## config.mk

```make
export PLATFORM = sky130hd
export DESIGN_NAME = param_stream_loader_flat
export DESIGN_NICKNAME = d
export VERILOG_FILES = /design/src/rtl/param_stream_loader_if.sv /design/src/rtl/param_stream_loader.sv /design/src/flat_wrapper.sv
export SDC_FILE = /design/constraint.sdc
export NUM_CORES = 1
export LEC_CHECK = 0
export BUFFER_PORTS_ARGS = -buffer_cell sky130_fd_sc_hd__buf_2
export CORE_MARGIN = 3
export CORE_UTILIZATION = 25
export DETAILED_ROUTE_END_ITERATION = 16
export RECOVER_POWER = 50
export SLEW_MARGIN = 15
export SYNTH_ARGS = -nofsm -noshare
export SYNTH_HDL_FRONTEND = slang
export SYNTH_SLANG_ARGS = --single-unit
```

## constraint.sdc

```tcl
create_clock -name clk -period 4.4 [get_ports clk]
set_clock_uncertainty 0.2 [all_clocks]
set_input_delay 0.22 -clock clk [delete_from_list [all_inputs] [get_ports clk]]
set_output_delay 0.22 -clock clk [all_outputs]
set_load 0.03 [all_outputs]
```

## src/rtl/param_stream_loader_if.sv

```systemverilog
// Byte-stream input and element-write output bundle
// for the parameter stream loader.
interface param_stream_loader_if #(
    parameter int ADDR_W = 15
);
    logic [7:0]        rx_data;
    logic              rx_valid;
    logic              wr_en;
    logic [1:0]        wr_seg;
    logic [ADDR_W-1:0] wr_addr;
    logic [31:0]       wr_data;
    logic              busy;
    logic              done;
    logic              err;
    logic [1:0]        err_code;

    modport master (
        output rx_data, rx_valid,
        input  wr_en, wr_seg, wr_addr, wr_data,
        input  busy, done, err, err_code
    );

    modport slave (
        input  rx_data, rx_valid,
        output wr_en, wr_seg, wr_addr, wr_data,
        output busy, done, err, err_code
    );
endinterface

```

## src/rtl/param_stream_loader.sv

```systemverilog
// Loads a marker-framed byte stream into up to four parameter
// segments of narrow or wide elements, then verifies an XOR checksum.
module param_stream_loader #(
    parameter int unsigned SEG_LEN0 = 36,
    parameter int unsigned SEG_LEN1 = 4,
    parameter int unsigned SEG_LEN2 = 27040,
    parameter int unsigned SEG_LEN3 = 10,
    parameter logic [3:0]  SEG_WIDE = 4'b1010,
    parameter logic [7:0]  MARKER   = 8'h55,
    parameter int unsigned TIMEOUT  = 1000000,
    parameter int          ADDR_W   = 15
) (
    input logic            clk,
    input logic            rst,
    param_stream_loader_if.slave bus
);

    typedef enum logic [2:0] {
        S_IDLE, S_LOAD, S_CHECK, S_DONE, S_ERROR
    } state_t;

    localparam int unsigned SEG_LEN [4] =
        '{SEG_LEN0, SEG_LEN1, SEG_LEN2, SEG_LEN3};
    localparam int TMO_W = $clog2(TIMEOUT + 1);

    // {found, index} of the first nonzero segment at or after 'from'
    function automatic logic [2:0] seek(input int from);
        logic [2:0] r;
        r = 3'b000;
        for (int i = 3; i >= 0; i--) begin
            if (i >= from && SEG_LEN[i] != 0) r = {1'b1, 2'(i)};
        end
        return r;
    endfunction

    state_t            state_q, state_d;
    logic [1:0]        seg_q, seg_d;
    logic [ADDR_W-1:0] idx_q, idx_d;
    logic [1:0]        byte_q, byte_d;
    logic [23:0]       acc_q, acc_d;
    logic [7:0]        csum_q, csum_d;
    logic [TMO_W-1:0]  tmo_q, tmo_d;
    logic              wr_en_q, wr_en_d;
    logic [1:0]        wr_seg_q, wr_seg_d;
    logic [ADDR_W-1:0] wr_addr_q, wr_addr_d;
    logic [31:0]       wr_data_q, wr_data_d;
    logic              done_q, done_d;
    logic              err_q, err_d;
    logic [1:0]        err_code_q, err_code_d;

    logic       rx_vld;
    logic       is_marker;
    logic       wide;
    logic       elem_done;
    logic       last_elem;
    logic       tmo_hit;
    logic       start;
    logic       active;
    logic [2:0] first;
    logic [2:0] nxt;

    always_comb begin
        rx_vld    = bus.rx_valid;
        is_marker = rx_vld && (bus.rx_data == MARKER);
        wide      = SEG_WIDE[seg_q];
        active    = (state_q == S_LOAD) || (state_q == S_CHECK);
        start     = !active && is_marker;
        elem_done = (state_q == S_LOAD) && rx_vld
                    && (!wide || byte_q == 2'd3);
        last_elem = (32'(idx_q) + 32'd1) == SEG_LEN[seg_q];
        tmo_hit   = active && !rx_vld
                    && (tmo_q == TMO_W'(TIMEOUT - 1));
        first     = seek(0);
        nxt       = seek(int'(seg_q) + 1);
    end

    always_ff @(posedge clk) begin
        if (rst) state_q <= S_IDLE;
        else     state_q <= state_d;
    end

    always_comb begin
        state_d = state_q;
        unique case (state_q)
            S_IDLE, S_DONE, S_ERROR: begin
                if (is_marker) state_d = first[2] ? S_LOAD : S_CHECK;
            end
            S_LOAD: begin
                if (tmo_hit)
                    state_d = S_ERROR;
                else if (elem_done && last_elem && !nxt[2])
                    state_d = S_CHECK;
            end
            S_CHECK: begin
                if (tmo_hit)
                    state_d = S_ERROR;
                else if (rx_vld)
                    state_d = (bus.rx_data == csum_q) ? S_DONE : S_ERROR;
            end
            default: state_d = S_IDLE;
        endcase
    end

    always_comb begin
        seg_d      = seg_q;
        idx_d      = idx_q;
        byte_d     = byte_q;
        acc_d      = acc_q;
        csum_d     = csum_q;
        tmo_d      = tmo_q;
        wr_en_d    = 1'b0;
        wr_seg_d   = wr_seg_q;
        wr_addr_d  = wr_addr_q;
        wr_data_d  = wr_data_q;
        done_d     = done_q;
        err_d      = err_q;
        err_code_d = err_code_q;
        if (start) begin
            seg_d      = first[1:0];
            idx_d      = '0;
            byte_d     = '0;
            acc_d      = '0;
            csum_d     = '0;
            tmo_d      = '0;
            done_d     = 1'b0;
            err_d      = 1'b0;
            err_code_d = 2'd0;
        end else if (active) begin
            tmo_d = rx_vld ? '0 : tmo_q + 1'b1;
            if (tmo_hit) begin
                tmo_d      = '0;
                byte_d     = '0;
                acc_d      = '0;
                err_d      = 1'b1;
                err_code_d = 2'd1;
            end else if (rx_vld && state_q == S_LOAD) begin
                csum_d = csum_q ^ bus.rx_data;
                unique case (byte_q)
                    2'd0:    acc_d[7:0]   = bus.rx_data;
                    2'd1:    acc_d[15:8]  = bus.rx_data;
                    2'd2:    acc_d[23:16] = bus.rx_data;
                    default: ;
                endcase
                if (elem_done) begin
                    wr_en_d   = 1'b1;
                    wr_seg_d  = seg_q;
                    wr_addr_d = idx_q;
                    wr_data_d = wide ? {bus.rx_data, acc_q}
                                     : {{24{bus.rx_data[7]}}, bus.rx_data};
                    byte_d    = '0;
                    if (last_elem) begin
                        idx_d = '0;
                        if (nxt[2]) seg_d = nxt[1:0];
                    end else begin
                        idx_d = idx_q + 1'b1;
                    end
                end else begin
                    byte_d = byte_q + 1'b1;
                end
            end else if (rx_vld) begin
                // checksum byte: compared only, never written
                if (bus.rx_data == csum_q) begin
                    done_d = 1'b1;
                end else begin
                    err_d      = 1'b1;
                    err_code_d = 2'd2;
                end
            end
        end
    end

    always_ff @(posedge clk) begin
        if (rst) begin
            seg_q      <= '0;
            idx_q      <= '0;
            byte_q     <= '0;
            acc_q      <= '0;
            csum_q     <= '0;
            tmo_q      <= '0;
            wr_en_q    <= 1'b0;
            wr_seg_q   <= '0;
            wr_addr_q  <= '0;
            wr_data_q  <= '0;
            done_q     <= 1'b0;
            err_q      <= 1'b0;
            err_code_q <= 2'd0;
        end else begin
            seg_q      <= seg_d;
            idx_q      <= idx_d;
            byte_q     <= byte_d;
            acc_q      <= acc_d;
            csum_q     <= csum_d;
            tmo_q      <= tmo_d;
            wr_en_q    <= wr_en_d;
            wr_seg_q   <= wr_seg_d;
            wr_addr_q  <= wr_addr_d;
            wr_data_q  <= wr_data_d;
            done_q     <= done_d;
            err_q      <= err_d;
            err_code_q <= err_code_d;
        end
    end

    always_comb begin
        bus.busy     = (state_q == S_LOAD) || (state_q == S_CHECK);
        bus.wr_en    = wr_en_q;
        bus.wr_seg   = wr_seg_q;
        bus.wr_addr  = wr_addr_q;
        bus.wr_data  = wr_data_q;
        bus.done     = done_q;
        bus.err      = err_q;
        bus.err_code = err_code_q;
    end

endmodule
```

## src/flat_wrapper.sv

```systemverilog
// flat-port wrapper written by rule: the top's interface ports become plain ports
module param_stream_loader_flat 
#(
    parameter int unsigned SEG_LEN0 = 36,
    parameter int unsigned SEG_LEN1 = 4,
    parameter int unsigned SEG_LEN2 = 27040,
    parameter int unsigned SEG_LEN3 = 10,
    parameter logic [3:0]  SEG_WIDE = 4'b1010,
    parameter logic [7:0]  MARKER   = 8'h55,
    parameter int unsigned TIMEOUT  = 1000000,
    parameter int          ADDR_W   = 15
)
  (clk, rst, bus_rx_data, bus_rx_valid, bus_wr_en, bus_wr_seg, bus_wr_addr, bus_wr_data, bus_busy, bus_done, bus_err, bus_err_code);
  param_stream_loader_if #(.ADDR_W(ADDR_W)) bus_i ();
  input logic clk;
  input logic rst;
  input wire logic [$bits(bus_i.rx_data)-1:0] bus_rx_data;
  input wire logic [$bits(bus_i.rx_valid)-1:0] bus_rx_valid;
  output wire logic [$bits(bus_i.wr_en)-1:0] bus_wr_en;
  output wire logic [$bits(bus_i.wr_seg)-1:0] bus_wr_seg;
  output wire logic [$bits(bus_i.wr_addr)-1:0] bus_wr_addr;
  output wire logic [$bits(bus_i.wr_data)-1:0] bus_wr_data;
  output wire logic [$bits(bus_i.busy)-1:0] bus_busy;
  output wire logic [$bits(bus_i.done)-1:0] bus_done;
  output wire logic [$bits(bus_i.err)-1:0] bus_err;
  output wire logic [$bits(bus_i.err_code)-1:0] bus_err_code;
  assign bus_i.rx_data = bus_rx_data;
  assign bus_i.rx_valid = bus_rx_valid;
  assign bus_wr_en = bus_i.wr_en;
  assign bus_wr_seg = bus_i.wr_seg;
  assign bus_wr_addr = bus_i.wr_addr;
  assign bus_wr_data = bus_i.wr_data;
  assign bus_busy = bus_i.busy;
  assign bus_done = bus_i.done;
  assign bus_err = bus_i.err;
  assign bus_err_code = bus_i.err_code;
  param_stream_loader #(.SEG_LEN0(SEG_LEN0), .SEG_LEN1(SEG_LEN1), .SEG_LEN2(SEG_LEN2), .SEG_LEN3(SEG_LEN3), .SEG_WIDE(SEG_WIDE), .MARKER(MARKER), .TIMEOUT(TIMEOUT), .ADDR_W(ADDR_W)) u_core (.clk(clk), .rst(rst), .bus(bus_i));
endmodule
```

== After elaboration in Yosys (flattened, before gate mapping) ==
Cells that the tools add are included.
Storage, ports and cells
  bits in registers: 128
  bits of input ports: 11
  output and inout port bits: 55
Operators by class
  add/sub/neg operators: 5
  magnitude comparators: 6
  equal/unequal tests: 16
  muxes and demuxes: 37
  bitwise logic cells: 6
  reduce and logical (&&, ||, !) cells: 35
Operator list (count)
  $bmux W32 S2: 1
  $ge A3 B32 Y1 const A: 2
  $mux W32: 2
  $mux W24: 2
  $mux W20: 2
  $eq A32 B32 Y1: 1
  $ge A1 B32 Y1 const A: 1
  $ge A2 B32 Y1 const A: 1
  $mux W31: 1
  $mux W3: 10
  $mux W8: 3
  $add A20 B1 Y20 const B: 1
  $eq A20 B20 Y1 const B: 1
  $add A15 B1 Y16 const B: 1
  $add A15 B1 Y15 const B: 1
  $mux W15: 1
  $reduce_and A3 Y1: 5
  $mux W2: 7
  $reduce_and A5 Y1: 2
  $reduce_bool A2 Y1: 5
  $pmux W3 S3: 1
  $eq A8 B7 Y1 const B: 1
  $eq A8 B8 Y1: 1
  $logic_and A1 B1 Y1: 8
  other kinds (26): 44

== Depth between registers and ports, before layout ==
Gate-level depths: netlist of run 1.
  depth in word-level cells: 11
  depth in mapped cells: 9
  mapped depth without buffers: 8

== Worst setup path before layout of run 1 ==
Ideal clock, no wire load.
  kind: register to register
  from: register u_core.seg_q[0]
  to: register u_core.seg_q[0]
  library setup time: 121 ps
  arrival: 2805 ps
  data required time: 4079 ps
  path slack: 1273 ps
  cell stages (with the launch flop): 10
  path buffers: 1
  period minus slack after synthesis: 3127 ps
  cell sequence: dfxtp_1 > clkbuf_1 > inv_1 > ha_1 > nor2_1 > or4bb_1 > a311oi_1 > o221ai_1 > a2111oi_4 > mux2_4
On the way
  word-level cells in the longest chain between the ends: 7
Ends and longest elaborated chain
  start, declared: line param_stream_loader.sv:37  | logic [1:0] seg_q, seg_d;
  start signal, assigned: line param_stream_loader.sv:188  | seg_q <= seg_d;
  $add A2 B1 Y3: line param_stream_loader.sv:74  | nxt = seek(int'(seg_q) + 1);
  $ge A3 B32 Y1: line param_stream_loader.sv:31  | if (i >= from && SEG_LEN[i] != 0) r = {1'b1, 2'(i)};
  $mux W3 (4 in a row): line param_stream_loader.sv:31
  $reduce_and A6 Y1 (no line)
Parallel ways exist; a longest one is shown, timed or not. The select of a mux whose other input is x is not followed.
A chain may end at the register's enable or synchronous reset.

== Worst setup path in the final report of run 1 ==
  from: input bus_rx_data[0]
  to: register u_core.seg_q[0]
On the way
  word-level cells in the longest chain between the ends: 4
Ends and longest elaborated chain
  start, declared: line flat_wrapper.sv:17  | input wire logic [$bits(bus_i.rx_data)-1:0] bus_rx_data;
  $eq A8 B7 Y1: line param_stream_loader.sv:64  | is_marker = rx_vld && (bus.rx_data == MARKER);
  $logic_and A1 B1 Y1: line param_stream_loader.sv:64
  $logic_and A1 B1 Y1: line param_stream_loader.sv:67  | start = !active && is_marker;
  $reduce_or A2 Y1 (no line)
Every way passes these cells.

==> results of run 1 <==
power breakdown:
group,internal [mW],leakage [nW],total (mW),switching (mW)
clock,0.920,0.303,1.47,0.551
sequential,1.25,1.03,1.32,0.0733
combinational,0.145,0.968,0.525,0.380
logic make-up (layout without fill, tap and decap cells):
family	after synthesis	after routing	share of synthesized area
buffers and inverters	67	121	0.04521
adders and majority gates	10	10	0.02153
and+or+nand+nor	315	315	0.2674
DFF	128	128	0.4409
xor gates and xnor gates	58	58	0.08740
AOI/OAI and AO/OA	108	108	0.1178
muxes	11	11	0.01981
synth_stat cells, drive strengths merged, types with 2 or more instances:
master / n / area share
a2111oi: 5 / 0.011
a211oi: 8 / 0.011
a21oi: 48 / 0.041
a31oi: 26 / 0.028
and3: 5 / 0.0054
and3b: 2 / 0.0030
and4: 2 / 0.0030
buf: 14 / 0.011
clkbuf: 44 / 0.028
dfxtp: 128 / 0.44
ha: 10 / 0.022
inv: 9 / 0.0058
mux2i: 10 / 0.017
nand2: 117 / 0.076
nand3: 62 / 0.058
nand4: 11 / 0.015
nand4b: 4 / 0.0060
nor2: 69 / 0.045
nor3: 16 / 0.014
nor3b: 2 / 0.0026
nor4: 7 / 0.014
o21ai: 7 / 0.0060
o31a: 3 / 0.0047
or2: 2 / 0.0022
or3: 2 / 0.0022
or4: 3 / 0.0045
or4b: 2 / 0.0034
or4bb: 2 / 0.0039
xnor2: 23 / 0.035
xor2: 35 / 0.053
registers in the layout (all words and copies together) (netlist names), 3 cells and up:
register / flops
u_core.bus.wr_addr: 15
u_core.tmo_q: 20
u_core.csum_q: 8
u_core.acc_q: 24
u_core.bus.wr_data: 32
u_core.idx_q: 15
u_core.state_q: 3
layer usage:
metal,global-route usage,share of wire,vias up
met2,0.1751,0.45,93
met4,0.03605,0.011,0
met3,0.02963,0.046,15
met5,0,0,-
met1,0.1605,0.49,2316
li1,-,-,2500
what timing repair did:
item                                   in CTS  in global routing
hold buffers                                9                  0
endpoints found under the hold margin      29                  0
buffers inserted                            0                  0
area by class of cell:
| cell class | instances | share of cell area |
|---|---|---|
| inverter | 9 | 0.004855 |
| multi-input combinational | 502 | 0.4310 |
| sequential | 128 | 0.3683 |
| clock inverter | 13 | 0.02500 |
| timing repair buffer | 80 | 0.05593 |
| clock buffer | 19 | 0.06366 |
| tap | 285 | 0.05125 |
through the flow:
| step | power [mW] | cells | hold slack (ps) |
|---|---|---|---|
| after floorplan | 1.727 | 697 | 160.7 |
| after global placement | 1.877 | 995 | 241.1 |
| after detailed placement | 1.879 | 995 | 243.5 |
| after CTS | 3.363 | 1036 | 208.9 |
| after global routing | 3.466 | 1036 | 245.5 |
| final | 3.314 | 1036 | 217.5 |
critical path, delay by kind of cell:
family / cells / cell delay [ps]
muxes: 1 / 320
and+or+nand+nor: 5 / 2100
buffers and inverters: 2 / 740
final timing paths:
kind | to | slack [ps] | cells after the start
min reg2reg | u_core.bus.wr_addr[6] | 250 | 2
max | u_core.seg_q[0] | 1110 | 8
min | u_core.bus.wr_en | 220 | 3
max reg2reg | u_core.idx_q[13] | 1140 | 7
==> flow_summary_export.csv, run 1 <==
group,metric,value,unit
status,outcome,"complete, but fails checks",
status,violations,"capacitance limit, slew limit",
setup_path,worstReg2RegStart,"u_core.idx_q[0]",
route,vias,4924,
cells_and_area,fin_nets,759,
setup_path,start_kind,"input pin",
yosys,syn_inst,697,
clock_network,clockBufferDepth,2,
cells_and_area,final_common_cell,"dfxtp_1",
power_and_ir_drop,ir_worst_vdd,300.7,µV
die,die_area,0.02511,mm²
yosys,ys_seq_area_frac,0.4409,
setup_path,cp.required,4500,ps
power_and_ir_drop,power.density,476.3,mW/mm²
placement,gp_congestion,0.7361,
global_routing,antenna_found_initial,0,
cells_and_area,final_cell_area,0.006958,mm²
yosys,synth_area_per_cell,8.338,µm²
die,fp-row-count,55,
setup_path,max_stage_delay,1390,ps
route,via_per_inst,4.753,
route,drt_iter0_drc,287,
clock_network,cts_num_sinks,128,
global_routing,grt_pass1_wl,23470,µm
hold_path,worstHoldStart,"rst",
sta,grt_setup_unrepaired,"no",
sta,slew_headroom,-0.2491,
die,pin_count,66,
die,die_w,158.5,µm
setup_path,cp-end-kind,"register",
setup_path,cp_max_fo,30,
sta,min_period,3286,ps
cells_and_area,fin_util,0.3064,
yosys,ys.warnings.count,0,
global_routing,overflow,0,
yosys,syn_nets,718,
sta,fmax,304.3,MHz
clock_network,clk_latency,410,ps
cells_and_area,nFillCells,2435,
clock_network,cts_buffers,17,
global_routing,grt_max_degree,71,
sta,setup_viol,0,
route,dr.pass1.iters,5,
setup_path,cpMaxStageDelayCell,"or2_0",
yosys,async_flop_share,0,
sta,fin_ws,1114,ps
cells_and_area,ff_latch_area,0.002562,mm²
route,wl_per_cell,13.87,µm
hold_path,hold_path.class,"in2reg",
setup_path,path_cells,"dlygate4sd3_1, buf_2, nor4bb_1, nand4b_1, nor2_1, or2_0, nor3_1, mux2_4",
setup_path,startpoint,"bus_rx_data[0]",
placement,pre_cts_ws,1182,ps
cells_and_area,antenna_cells,0,
setup_path,crit_type,"in2reg",
clock_network,clk_pin_slew_worst_paths,60,ps
clock_network,htree_levels,4,
yosys,synth_cell_types,63,
cells_and_area,mostFrequentLayoutCells,"dfxtp_1 (128), nand2_1 (117), nor2_1 (69), nand3_1 (60), clkbuf_1 (56)",
clock_network,root_buffer,"clkbuf_16",
route,wl,14370,µm
placement,dp_hpwl,9291,µm
yosys,ys_ff_latch,128,
cells_and_area,multi_input_area,0.002999,mm²
sta,tightest_slew,1874,ps
die,initial_core_util,0.2559,
setup_path,arrival,3390,ps
clock_network,cts_resized,0,
clock_network,cts_tree,"built",
placement,place_area,0.006322,mm²
global_routing,grt.total_usage,0.1153,
sta,finalHoldViolations,0,
die,fp.dieH,158.5,µm
cells_and_area,syn2layout_area_growth,19.72,%
cells_and_area,drive_gt1_frac,0.08655,
yosys,ys.flop_type,"dfxtp_1",
global_routing,grt_pass1_vias,4553,
placement,io_buffers,65,
die,fp.coreArea,0.02271,mm²
power_and_ir_drop,power.leakage,2.305,nW
yosys,syn_area,0.005812,mm²
yosys,synth_edf_count,0,
sta,setup_tns,0,ps
sta,finalCritPeriodShare,0.7468,
sta,drv_slew,31,
route,route.detailed.drc,0,
route,drtAntennaViolNets,0,
job,maxCapViolCount,1,
Note: power is estimated with default switching activity, not from simulation.
==> run 2, diff against run 1 <==
Clock period 4.4 ns to 3.2 ns, I/O delays scaled along.
==> flow_summary_export.csv, run 2 (same netlist as run 1, synthesis figures left out) <==
group,metric,value,unit
clock_network,cts_setup_buffers,0,
sta,drv_slew,0,
power_and_ir_drop,power.total,4.510,mW
die,fp.dieH,158.5,µm
clock_network,cts_num_sinks,128,
clock_network,clk_pin_slew_worst_paths,60,ps
setup_path,arrival,3110,ps
clock_network,cts_resized,0,
setup_path,start_kind,"register",
setup_path,path_cells,"ha_1, nand3_4, or4bb_1, a311oi_1, o221ai_1, a2111oi_4, mux2_4",
cells_and_area,drive_gt1_frac,0.09474,
global_routing,antenna_found_initial,0,
route,dr.pass1.iters,4,
hold_path,worstHoldStart,"u_core.bus.wr_data[31]",
clock_network,clk_latency,420,ps
route,drt_iter0_drc,357,
job,maxCapViolCount,0,
clock_network,cts_buffers,17,
sta,min_period,3000,ps
die,fp-row-count,55,
setup_path,cp-end-kind,"register",
hold_path,whs_path_depth,2,
setup_path,cp.required,3310,ps
placement,gp_congestion,0.7790,
global_routing,grt_max_degree,71,
placement,dp_hpwl,9637,µm
cells_and_area,fin_nets,768,
global_routing,grt_pass1_wl,23420,µm
sta,slew_headroom,0.05607,
setup_path,regToRegSetupSlack,200,ps
cells_and_area,final_common_cell,"dfxtp_1",
cells_and_area,largest_reg_flops,32,
clock_network,cts_tree,"built",
clock_network,clockBufferDepth,2,
setup_path,critical_path.top_delay_family,"compound AO/OA/AOI/OAI gates",
clock_network,ctsHoldBuffers,10,
placement,io_buffers,65,
clock_network,root_buffer,"clkbuf_16",
global_routing,grt.total_usage,0.1161,
setup_path,worstReg2RegStart,"u_core.idx_q[1]",
clock_network,htree_levels,4,
power_and_ir_drop,ir_worst_vdd,390.8,µV
hold_path,min_to,"u_core.bus.wr_data[31]",
sta,fin_ws,200.1,ps
setup_path,crit_type,"reg2reg",
setup_path,cpMaxStageDelayCell,"or4bb_1",
route,vias,4951,
setup_path,cp_max_fo,8,
cells_and_area,syn2layout_area_growth,20.58,%
power_and_ir_drop,power.leakage,2.334,nW
hold_path,hold_path.class,"reg2reg",
power_and_ir_drop,power.density,643.5,mW/mm²
die,initial_core_util,0.2559,
route,via_per_inst,4.738,
route,drtAntennaViolNets,0,
global_routing,grt_pass1_vias,4574,
die,die_w,158.5,µm
sta,finalHoldViolations,0,
setup_path,r2r-end,"u_core.seg_q[0]",
die,fp.coreArea,0.02271,mm²
route,wl,14570,µm
die,pin_count,66,
status,outcome,"completed",
cells_and_area,antenna_cells,0,
sta,setup_viol,0,
sta,setup_tns,0,ps
placement,pre_cts_ws,190.2,ps
setup_path,max_stage_delay,500,ps
global_routing,overflow,0,
setup_path,cp_num_buf_inv,0,
route,route.detailed.drc,0,
sta,tightest_slew,1416,ps
sta,finalCritPeriodShare,0.9375,
cells_and_area,mostFrequentLayoutCells,"dfxtp_1 (128), nand2_1 (117), nor2_1 (69), nand3_1 (60), clkbuf_1 (57)",
sta,grt_setup_unrepaired,"no",
die,die_area,0.02511,mm²
sta,fmax,333.3,MHz
setup_path,reg2regPathDepth,7,
route,wl_per_cell,13.94,µm
## run 2: cell types whose count changed in the layout (fill, tap and decap cells not counted), sizes merged
cell         previous run  this run
buf                    15        20
bufinv                  3         2
clkbuf                 75        81
clkinv                  3         4
clkinvlp                1         2
dlygate4sd3             9        10
inv                    15        11
## run 2: area by class of cell
type / count / area [µm²]
clock buffer: 22 / 474.2
clock inverter: 10 / 127.6
fill: 2432 / 15700
inverter: 9 / 33.78
multi-input combinational: 502 / 2999
sequential: 128 / 2562
tap: 285 / 356.6
timing repair buffer: 89 / 454.2
## run 2: per-layer routing
metal | up-vias | GRT usage | share of wire
met5 | - | 0 | 0
met4 | 0 | 0.04015 | 0.013
met3 | 16 | 0.03207 | 0.051
met2 | 94 | 0.1777 | 0.46
met1 | 2332 | 0.1577 | 0.47
li1 | 2509 | - | -
## run 2: worst max-delay path by stage
stage | to | from | depth (start not counted) | slack (ps)
3_3_place_gp | u_core.seg_q[0] | u_core.idx_q[1] | 7 | 240
5_1_grt | u_core.seg_q[0] | u_core.idx_q[1] | 7 | 30
4_1_cts | u_core.seg_q[0] | u_core.idx_q[1] | 7 | 180
6_report | u_core.seg_q[0] | u_core.idx_q[1] | 7 | 200
3_5_place_dp | u_core.seg_q[0] | u_core.idx_q[1] | 7 | 190
2_1_floorplan | u_core.seg_q[0] | u_core.seg_q[0] | 9 | 70
## run 2: where the power goes
part | switching (mW) | internal, mW
Combinational | 0.529 | 0.218
Sequential | 0.0970 | 1.71
Clock | 0.736 | 1.22
## run 2: worst min-delay path: cells and delay by family, from the launching register on
kind             cells  cell delay [ps]
flip-flops           1              310
AND/OR/NAND/NOR      1               50
AO/OA/AOI/OAI        1               50
## run 2: through the flow
stage	cell area [µm²]	util	hold WS (ps)	std cells
finish	7008	0.3086	251.2	1045
global route	7008	0.3086	270.8	1045
CTS	7084	0.3120	252.1	1045
detailed placement	6382	0.2810	244.6	1003
global placement	6382	0.2810	239.3	1003
floorplan	5812	-	100.7	697
==> run 3, diff against run 2 <==
Settings changed: BUFFER_PORTS_ARGS -buffer_cell sky130_fd_sc_hd__buf_2 to -buffer_cell sky130_fd_sc_hd__clkbuf_2.
==> flow_summary_export.csv, run 3 (same netlist as run 1, synthesis figures left out) <==
group,metric,value,unit
status,outcome,"completed",
sta,fin_ws,195.2,ps
cells_and_area,largest_reg_flops,32,
placement,gp_congestion,0.7761,
placement,dp_hpwl,9433,µm
cells_and_area,fin_nets,767,
hold_path,worstHoldStart,"rst",
sta,tightest_slew,1401,ps
route,drt_iter0_drc,273,
power_and_ir_drop,power.density,630.2,mW/mm²
die,fp.dieH,158.5,µm
sta,setup_viol,0,
clock_network,clk_pin_slew_worst_paths,60,ps
sta,finalHoldViolations,0,
route,vias,4909,
sta,finalCritPeriodShare,0.9390,
route,route.detailed.drc,0,
sta,drv_slew,0,
setup_path,crit_type,"reg2reg",
global_routing,grt_max_degree,71,
route,wl_per_cell,13.77,µm
setup_path,cp.required,3310,ps
route,wl,14370,µm
clock_network,root_buffer,"clkbuf_16",
clock_network,clockBufferDepth,2,
global_routing,grt_pass1_vias,4621,
die,die_w,158.5,µm
sta,grt_setup_unrepaired,"no",
global_routing,grt.total_usage,0.1171,
cells_and_area,final_cells,1044,
clock_network,cts_num_sinks,128,
die,fp-row-count,55,
setup_path,path_cells,"ha_1, nand3_4, or4_1, a311oi_1, o221ai_1, a2111oi_4, mux2_4",
cells_and_area,nFillCells,2451,
global_routing,antenna_found_initial,0,
clock_network,cts_setup_buffers,0,
sta,setup_tns,0,ps
clock_network,cts_resized,0,
cells_and_area,syn2layout_area_growth,19.59,%
placement,io_buffers,65,
die,fp.coreArea,0.02271,mm²
sta,whs,92.04,ps
setup_path,cp-end-kind,"register",
cells_and_area,final_cell_area,0.006950,mm²
sta,fmax,332.8,MHz
cells_and_area,mostFrequentLayoutCells,"dfxtp_1 (128), nand2_1 (117), nor2_1 (69), nand3_1 (60), clkbuf_1 (57)",
placement,place_area,0.006382,mm²
placement,dp_cells,1003,
die,die_area,0.02511,mm²
setup_path,start_kind,"register",
clock_network,ctsHoldBuffers,9,
global_routing,grt_pass1_wl,23690,µm
setup_path,worstReg2RegStart,"u_core.idx_q[1]",
clock_network,cts_tree,"built",
setup_path,arrival,3110,ps
setup_path,max_stage_delay,540,ps
setup_path,cp_max_fo,8,
route,via_per_inst,4.702,
power_and_ir_drop,ir_worst_vdd,377.7,µV
sta,slew_headroom,0.06626,
route,drtAntennaViolNets,0,
cells_and_area,final_common_cell,"dfxtp_1",
setup_path,startpoint,"u_core.idx_q[1]",
clock_network,htree_levels,4,
die,pin_count,66,
setup_path,cpMaxStageDelayCell,"or4_1",
job,maxCapViolCount,0,
sta,min_period,3005,ps
cells_and_area,antenna_cells,0,
setup_path,critical_path.top_delay_family,"compound AO/OA/AOI/OAI gates",
clock_network,clk_latency,420,ps
placement,pre_cts_ws,184.6,ps
clock_network,cts_buffers,17,
setup_path,cp_num_buf_inv,0,
hold_path,hold_path.class,"in2reg",
global_routing,overflow,0,
route,dr.pass1.iters,4,
die,initial_core_util,0.2559,
power_and_ir_drop,power.leakage,2.321,nW
cells_and_area,drive_gt1_frac,0.09618,
==> run 3: cell types whose count changed in the layout (fill, tap and decap cells not counted), moves of 2 or more <==
cell and delta:
clkbuf_8 -2, clkinv_2 +4, buf_2 -9, buf_4 +2, clkbuf_2 +7
==> run 3: metrics by stage <==
stage | total power, mW | utilization
4_1_cts | 4.461 | 0.3095
3_3_place_gp | 2.600 | 0.2810
5_1_grt | 4.599 | 0.3061
3_5_place_dp | 2.606 | 0.2810
2_1_floorplan | 2.375 | -
6_report | 4.380 | 0.3061
==> run 3: path summary, 6_finish.rpt <==
| path | cells past startpoint | slack (ps) | to |
|---|---|---|---|
| worst max-delay path | 7 | 200 | u_core.seg_q[0] |
| worst min-delay path | 2 | 90 | u_core.bus.wr_addr[13] |
| worst max register to register | 7 | 200 | u_core.seg_q[0] |
| worst min register to register | 2 | 250 | u_core.bus.wr_data[31] |
==> run 3: final cells by class <==
| class | instances | area [µm²] | share of cell area |
|---|---|---|---|
| Clock buffer | 20 | 446.7 | 0.06427 |
| Clock inverter | 12 | 110.1 | 0.01584 |
| Inverter | 9 | 33.78 | 0.004860 |
| Multi-Input combinational cell | 502 | 2992 | 0.4304 |
| Sequential cell | 128 | 2562 | 0.3687 |
| Tap cell | 285 | 356.6 | 0.05131 |
| Timing Repair Buffer | 88 | 449.2 | 0.06463 |
==> run 3: routing by layer <==
| layer | vias up | global-route usage | wire length [µm] |
|---|---|---|---|
| met2 | 97 | 0.1804 | 6479 |
| met4 | 0 | 0.03810 | 199 |
| li1 | 2505 | - | - |
| met5 | - | 0 | 0 |
| met3 | 17 | 0.03697 | 669 |
| met1 | 2290 | 0.1563 | 7022 |
==> run 3: power by group <==
| part | internal (mW) | total [mW] | switching, mW | leakage [nW] |
|---|---|---|---|---|
| Combinational | 0.217 | 0.744 | 0.527 | 1.01 |
| Sequential | 1.71 | 1.81 | 0.0965 | 1.03 |
| Clock | 1.09 | 1.83 | 0.734 | 0.275 |
